### src/rtl/seq_det_prog.sv
// Programmable-pattern bit-serial Mealy sequence detector with runtime length,
// pattern and overlap mode, plus a saturating match counter.
module seq_det_prog #(
    parameter int unsigned         MAX_LEN     = 8,
    parameter int unsigned         CNT_W       = 8,
    parameter logic [MAX_LEN-1:0]  PAT_DEFAULT = MAX_LEN'(9),
    parameter int unsigned         LEN_DEFAULT = 4,
    parameter bit                  OVL_DEFAULT = 1'b1
) (
    input  logic                       clk,
    input  logic                       reset,
    input  logic                       in_valid,
    input  logic                       in_bit,
    input  logic                       cfg_load,
    input  logic [MAX_LEN-1:0]         cfg_pattern,
    input  logic [$clog2(MAX_LEN):0]   cfg_len,
    input  logic                       cfg_overlap,
    input  logic                       cnt_clr,
    output logic                       match,
    output logic [CNT_W-1:0]           match_count,
    output logic                       cfg_err
);

    localparam int unsigned LEN_W    = $clog2(MAX_LEN) + 1;
    localparam int unsigned FILL_W   = $clog2(MAX_LEN);
    localparam int unsigned FILL_MAX = MAX_LEN - 1;

    // Only the newest MAX_LEN-1 accepted bits can ever reach the compare window.
    logic [MAX_LEN-2:0] hist;
    logic [FILL_W-1:0]  fill;
    logic [MAX_LEN-1:0] pat;
    logic [LEN_W-1:0]   len;
    logic               ovl;

    logic [MAX_LEN-1:0] window;
    logic [MAX_LEN-1:0] len_mask;
    logic               bits_equal;
    logic               enough_bits;
    logic               cfg_bad;
    logic [CNT_W-1:0]   cnt_max;

    assign window = {hist, in_bit};
    assign cnt_max = {CNT_W{1'b1}};

    // Select the low len bits of the window for comparison.
    always_comb begin
        len_mask = '0;
        for (int i = 0; i < int'(MAX_LEN); i++) begin
            len_mask[i] = (LEN_W'(i) < len);
        end
    end

    assign bits_equal  = (((window ^ pat) & len_mask) == '0);
    assign enough_bits = ((LEN_W'(fill) + LEN_W'(1)) >= len);
    assign match       = in_valid & ~cfg_load & ~cfg_err & enough_bits & bits_equal;
    assign cfg_bad     = (cfg_len == '0) | (cfg_len > LEN_W'(MAX_LEN));

    // Active configuration registers.
    always_ff @(posedge clk) begin
        if (reset) begin
            pat     <= PAT_DEFAULT;
            len     <= LEN_W'(LEN_DEFAULT);
            ovl     <= OVL_DEFAULT;
            cfg_err <= 1'b0;
        end else if (cfg_load) begin
            pat     <= cfg_pattern;
            len     <= cfg_len;
            ovl     <= cfg_overlap;
            cfg_err <= cfg_bad;
        end
    end

    // Bit history; a non-overlapping match discards everything seen so far.
    always_ff @(posedge clk) begin
        if (reset || cfg_load) begin
            hist <= '0;
            fill <= '0;
        end else if (in_valid) begin
            hist <= window[MAX_LEN-2:0];
            if (match && !ovl) begin
                fill <= '0;
            end else if (fill != FILL_W'(FILL_MAX)) begin
                fill <= fill + FILL_W'(1);
            end
        end
    end

    // Saturating match counter; clear wins over increment.
    always_ff @(posedge clk) begin
        if (reset || cnt_clr) begin
            match_count <= '0;
        end else if (match && (match_count != cnt_max)) begin
            match_count <= match_count + CNT_W'(1);
        end
    end

endmodule

### config.mk
export PLATFORM = sky130hd
export DESIGN_NAME = seq_det_prog
export DESIGN_NICKNAME = d
export VERILOG_FILES = /design/src/rtl/seq_det_prog.sv
export SDC_FILE = /design/constraint.sdc
export NUM_CORES = 1
export LEC_CHECK = 0
export CAP_MARGIN = 20
export CORE_MARGIN = 2
export CORE_UTILIZATION = 51
export DETAILED_ROUTE_END_ITERATION = 6
export HOLD_SLACK_MARGIN = 0.05
export PLACE_DENSITY = 0.77
export SLEW_MARGIN = 15
export SYNTH_ARGS = -nofsm -noshare
export SYNTH_HDL_FRONTEND = slang
export SYNTH_SLANG_ARGS = --single-unit
### constraint.sdc
create_clock -name clk -period 3.2 [get_ports clk]
set_input_delay 0.64 -clock clk [delete_from_list [all_inputs] [get_ports clk]]
set_output_delay 0.64 -clock clk [all_outputs]
set_load 0.03 [all_outputs]
==> impl_metrics.csv, run 1 <==
group,metric,value,unit
run_status,status,"finished, final reports clean",
grt,grt_overflow,0,
timing,worst_pin_slew,0.581,ns
timing,setup_tns,0,ns
logic_synthesis,yosysSeqAreaShare,41.0,%
placed_design,post-place-cells,223,
floorplanning,dieArea,3530,um^2
critical_path,critPathKind,"reg2out",
power_and_ir_drop,combPwrFrac,12.6,%
critical_path,path_delay_family,"simple AND/OR/NAND/NOR gates",
detailed_routing,routedWlPerCell,13.6,um
power_and_ir_drop,power.leakage,0.863,nW
timing,finalHoldViolCount,0,
power_and_ir_drop,powerDensity,381,nW/um^2
placed_design,place.gp.congestion,0.765,
finish,drive_gt1_share,13.5,%
floorplanning,start_util,52.5,%
detailed_routing,drt-pass1-iter-count,5,
power_and_ir_drop,p_clk_share,31.6,%
placed_design,placed_cell_area,1880,um^2
finish,final_cell_mix,"dfxtp_1, clkdlybuf4s50_1, nor2_1, mux2i_1, nand2_1",
finish,final_nets,225,
critical_path,worstPathArrival,2.45,ns
clocking,cts_tree,"built",
grt,grt_pass1_wl,5180,um
floorplanning,die_y,59.4,um
logic_synthesis,yosys_warnings,0,
detailed_routing,vias_per_cell,5.45,
finish,final_core_util,66.7,%
critical_path,cp_max_fo,5,
finish,layout_commonest_cell,"dfxtp_1",
power_and_ir_drop,power,0.756,mW
grt,antenna_found_initial,0,
timing,rsz0062_at_grt,"false",
timing,setup_slack,0.111,ns
finish,final-instance-count-excl-fill,233,
grt,grtUsageTotal,19.7,%
placed_design,hpwl,2430,um
finish,area_growth,27.0,%
timing,setup_violations,0,
clocking,root_buffer,"clkbuf_4",
min_path,hold_class,"reg2reg",
grt,grt_pass1_vias,1117,
finish,num_antenna_cells,0,
floorplanning,core.rowCount,20,
timing,fmax,0.324,GHz
logic_synthesis,avgSynthCellArea,9.48,um^2
critical_path,cpMostUsedCell,"ha_1",
power_and_ir_drop,pwr-share-seq,55.8,%
clocking,insertion_delay,0.33,ns
floorplanning,fp.dieW,59.4,um
clocking,holdBufCountCts,0,
finish,nFillCells,236,
clocking,cts-htree-levels,2,
floorplanning,coreArea,2980,um^2
detailed_routing,antenna_left,0,
placed_design,port_buffers,28,
clocking,cts_buffers,5,
power_and_ir_drop,power.switching,0.189,mW
detailed_routing,dr_total_vias,1271,
power_and_ir_drop,internal_power,0.567,mW
critical_path,cp_slowest_cell,"or4b_4",
critical_path,worstPathCellList,"ha_1 -> ha_4 -> ha_1 -> o21a_1 -> o22ai_1 -> or4b_4 -> nor2_4 -> buf_6",
critical_path,crit_required,2.56,ns
timing,skew,0.00584,ns
critical_path,end_kind,"primary output",
clocking,cts_buffer_depth,2,
grt,grt_max_degree,17,
critical_path,worstSetupStartpointType,"register",
placed_design,pre_cts_ws,0.0384,ns
timing,maxSlewHeadroom,61.2,%
power_and_ir_drop,peakVddDrop,0.310,mV
critical_path,crit_path_max_incr_delay,0.56,ns
run,max_cap_viol_count,0,
timing,fin_crit_sh,96.5,%
finish,final_area,1990,um^2
logic_synthesis,synth_area,1560,um^2
timing,hold_slack,0.489,ns
logic_synthesis,synth-seq-cells,32,
timing,min_period,3.09,ns
logic_synthesis,postSynthCellCount,165,
critical_path,crit_buf_inv,1,
floorplanning,io_pins,29,
clocking,cts.sinks,32,
power_and_ir_drop,p_sw_share,25.0,%
detailed_routing,initialDrtViolationCount,32,
timing,drv_slew,0,
logic_synthesis,synth_cell_type_count,40,
logic_synthesis,syn-num-nets,191,
clocking,clk_transition_reported_paths,0.10,ns
detailed_routing,drc,0,
detailed_routing,routed_wl,3180,um
## state kept, by name (all words and copies together) (netlist names)
| signal | count |
|---|---|
| pat | 8 |
| hist | 7 |
| cfg_err | 1 |
| len | 4 |
| ovl | 1 |
| fill | 3 |
| match_count | 8 |
## repair_timing
| item | in CTS | in global routing |
|---|---|---|
| pin swaps | 0 | 1 |
| setup buffers | 0 | 2 |
| endpoints found under the setup margin | 1 | 1 |
| resized for setup | 3 | 3 |
## logic make-up after synthesis
group,Yosys count,share of synthesized area [%]
compound gates,20,9.76
xor+xnor,10,5.60
fa+ha+maj,7,5.60
buf+inv,11,2.72
flops,32,41.0
mux,24,15.4
simple gates,61,20.0
## metal layers
metal | wire [um] | vias to the layer above | track usage, %
met1 | 1490 | 581 | 27.5
met4 | 43 | 0 | 6.82
met2 | 1450 | 30 | 28.6
li1 | - | 654 | -
met3 | 188 | 6 | 6.55
met5 | 0 | - | 0
## synth_stat cells
| library cell | number | area, um^2 |
|---|---|---|
| a2111oi_0 | 1 | 8.76 |
| a211o_2 | 1 | 10.0 |
| a211oi_1 | 2 | 15.0 |
| a21oi_1 | 4 | 20.0 |
| a222oi_1 | 1 | 10.0 |
| a31o_2 | 3 | 26.3 |
| a31oi_1 | 1 | 6.26 |
| a32oi_1 | 1 | 8.76 |
| a41o_2 | 1 | 11.3 |
| and2_1 | 1 | 6.26 |
| and3_1 | 4 | 25.0 |
| and4_1 | 1 | 8.76 |
| and4b_1 | 1 | 10.0 |
| buf_1 | 2 | 7.51 |
| buf_2 | 1 | 5.00 |
| clkbuf_1 | 3 | 11.3 |
| dfxtp_1 | 32 | 641 |
| ha_1 | 7 | 87.6 |
| inv_1 | 5 | 18.8 |
| mux2i_1 | 24 | 240 |
| nand2_1 | 10 | 37.5 |
| nand2b_1 | 2 | 12.5 |
| nand3_1 | 1 | 5.00 |
| nand4_1 | 2 | 12.5 |
| nor2_1 | 25 | 93.8 |
| nor2b_1 | 1 | 6.26 |
| nor3_1 | 6 | 30.0 |
| nor3_4 | 1 | 16.3 |
| o211ai_1 | 1 | 7.51 |
| o21a_1 | 1 | 7.51 |
| o21ai_0 | 1 | 5.00 |
| o22ai_1 | 1 | 6.26 |
| o2bb2a_1 | 1 | 10.0 |
| or2_2 | 2 | 12.5 |
| or3_1 | 1 | 6.26 |
| or3b_2 | 1 | 8.76 |
| or4_1 | 1 | 7.51 |
| or4b_4 | 1 | 13.8 |
| xnor2_1 | 5 | 43.8 |
| xor2_1 | 5 | 43.8 |
## area by class of cell
cell class / count / area (um^2) / area share, %
inverter: 5 / 18.8 / 0.945
multi-input combinational: 122 / 901 / 45.4
timing repair buffer: 33 / 319 / 16.1
clock buffer: 6 / 51.3 / 2.58
sequential: 32 / 644 / 32.5
clock inverter: 2 / 10.0 / 0.504
tap: 33 / 41.3 / 2.08
## worst paths after layout
check,from,endpoint,slack (ns),cells past startpoint
max,fill[0],match,0.11,8
min,match_count[3],match_count[3],0.49,2
max reg2reg,fill[0],match_count[4],0.38,10
min reg2reg,match_count[3],match_count[3],0.49,2
## worst reg2reg max path, stage by stage, from the launching register on
cell	delay, ns
dfxtp_4	0.37
ha_1	0.23
ha_4	0.22
ha_1	0.26
o21a_1	0.10
o22ai_1	0.07
or4b_4	0.56
buf_4	0.17
nor3_4	0.36
a31oi_1	0.14
a41o_2	0.23
## power by group through the flow
stage / Combinational [mW] / Sequential [mW] / Clock, mW
after floorplan: 0.0561 / 0.430 / 0
after global placement: 0.0924 / 0.430 / 0
after detailed placement: 0.0944 / 0.431 / 0
after CTS: 0.0957 / 0.422 / 0.247
after global routing: 0.104 / 0.424 / 0.264
final: 0.0953 / 0.422 / 0.239
(Power assumes the default switching activity.)
==> run 2, diff against run 1 <==
--- a/config.mk
+++ b/config.mk
@@ -5,6 +5,7 @@
 export SDC_FILE = /design/constraint.sdc
 export NUM_CORES = 1
 export LEC_CHECK = 0
+export ABC_CLOCK_PERIOD_IN_PS = 3200
 export CAP_MARGIN = 20
 export CORE_MARGIN = 2
 export CORE_UTILIZATION = 51
==> results of run 2 <==
No change in the layout: final DEF, timing and power equal those of run 1.
==> run 3, diff against run 2 <==
--- a/config.mk
+++ b/config.mk
@@ -7,6 +7,7 @@
 export LEC_CHECK = 0
 export ABC_CLOCK_PERIOD_IN_PS = 3200
 export CAP_MARGIN = 20
+export CORE_ASPECT_RATIO = 1.5
 export CORE_MARGIN = 2
 export CORE_UTILIZATION = 51
 export DETAILED_ROUTE_END_ITERATION = 6
==> impl_metrics.csv, run 3 (synthesis results as in run 1) <==
group,metric,value,unit
run_status,status,"finished, final reports clean",
critical_path,crit_required,2.56,ns
power_and_ir_drop,power.leakage,0.858,nW
detailed_routing,dr_total_vias,1286,
finish,nFillCells,264,
clocking,cts_setup_buffers,0,
placed_design,hpwl,2720,um
timing,worst_pin_slew,0.590,ns
grt,grtUsageTotal,22.0,%
floorplanning,core.rowCount,24,
floorplanning,dieArea,3530,um^2
min_path,hold_class,"reg2reg",
clocking,root_buffer,"clkbuf_8",
timing,fin_crit_sh,95.5,%
timing,setup_slack,0.144,ns
finish,drive_gt1_share,11.2,%
clocking,cts-htree-levels,2,
timing,setup_tns,0,ns
clocking,cts_tree,"built",
detailed_routing,initialDrtViolationCount,22,
finish,area_growth,26.3,%
placed_design,place.gp.congestion,0.831,
timing,hold_slack,0.492,ns
grt,grt_pass1_wl,5830,um
timing,fmax,0.327,GHz
power_and_ir_drop,power,0.805,mW
floorplanning,io_pins,29,
detailed_routing,drt-pass1-iter-count,6,
floorplanning,start_util,53.7,%
grt,antenna_found_initial,0,
finish,num_antenna_cells,0,
timing,skew,0.00475,ns
grt,grt_overflow,0,
placed_design,pre_cts_ws,0.151,ns
detailed_routing,routed_wl,3400,um
clocking,cts_buffer_depth,2,
critical_path,cp_max_fo,5,
detailed_routing,routedWlPerCell,14.4,um
run,max_cap_viol_count,0,
clocking,insertion_delay,0.28,ns
critical_path,worstPathArrival,2.42,ns
clocking,cts_buffers,5,
detailed_routing,drc,0,
floorplanning,coreArea,2910,um^2
timing,setup_violations,0,
timing,min_period,3.06,ns
finish,reg.largest.list,"match_count x8, pat x8, hist x7",
clocking,cts.sinks,32,
finish,final_core_util,67.8,%
floorplanning,die_y,71.8,um
timing,maxSlewHeadroom,60.7,%
grt,grt_pass1_vias,1325,
power_and_ir_drop,powerDensity,407,nW/um^2
timing,drv_slew,0,
finish,final_nets,223,
detailed_routing,vias_per_cell,5.45,
floorplanning,fp.dieW,49.2,um
finish,layout_commonest_cell,"dfxtp_1",
critical_path,critPathKind,"reg2out",
critical_path,end_kind,"primary output",
timing,finalHoldViolCount,0,
detailed_routing,antenna_left,0,
clocking,clk_transition_reported_paths,0.06,ns
grt,grt_max_degree,17,
placed_design,port_buffers,28,
timing,rsz0062_at_grt,"false",
power_and_ir_drop,peakVddDrop,0.399,mV
critical_path,worstSetupStartpointType,"register",
finish,final_cell_mix,"dfxtp_1, clkdlybuf4s50_1, nor2_1, mux2i_1, nand2_1",
[run 3: cell count changes in the layout (fill, tap and decap cells not counted), sizes merged]
cell,change
clkinv,-1
buf,-2
[run 3: metrics by stage]
stage          std cells  area [um^2]
3_3_place_gp         229         1890
5_1_grt              236         1980
4_1_cts              236         1970
2_1_floorplan        165         1560
6_report             236         1980
3_5_place_dp         229         1890
[run 3: cell type report]
| class | instances | area [um^2] | area share, % |
|---|---|---|---|
| clock inverters | 1 | 5.00 | 0.253 |
| inverters | 5 | 18.8 | 0.950 |
| clock buffers | 6 | 72.6 | 3.67 |
| flip-flops and latches | 32 | 642 | 32.5 |
| well taps | 39 | 48.8 | 2.47 |
| multi-input cells | 122 | 888 | 45.0 |
| repair buffers | 31 | 300 | 15.2 |
[run 3: power by group]
| part | switching, mW | internal [mW] | total, mW |
|---|---|---|---|
| clock | 0.138 | 0.147 | 0.285 |
| combinational | 0.0436 | 0.0529 | 0.0965 |
| sequential | 0.0123 | 0.411 | 0.423 |
[run 3: repair_timing]
item / 4_1_cts / 5_1_grt
hold buffers: 0 / 0
resized for setup: 1 / 2
pin swaps: 0 / 1
endpoints found under the setup margin: 1 / 1
[run 3: final timing paths]
kind / slack [ns] / cells past startpoint / end / start
worst min-delay path: 0.49 / 2 / match_count[3] / match_count[3]
worst min register to register: 0.49 / 2 / match_count[3] / match_count[3]
worst max-delay path: 0.14 / 8 / match / fill[0]
worst max register to register: 0.49 / 9 / match_count[4] / fill[0]
[run 3: worst max-delay path, cell delays in order, from the launching register on]
cell and delay (ns):
dfxtp_2 0.35, ha_1 0.20, ha_1 0.30, ha_1 0.29
o21a_1 0.10, o22ai_1 0.07, or4b_4 0.54, nor2_4 0.11
buf_4 0.16
[run 3: metal layers]
metal	GRT usage (%)	part of all wire [%]	up-vias
met5	0	0	-
met3	6.25	3.8	9
met2	44.3	58	32
li1	-	-	651
met1	19.8	35	594
met4	8.89	2.3	0
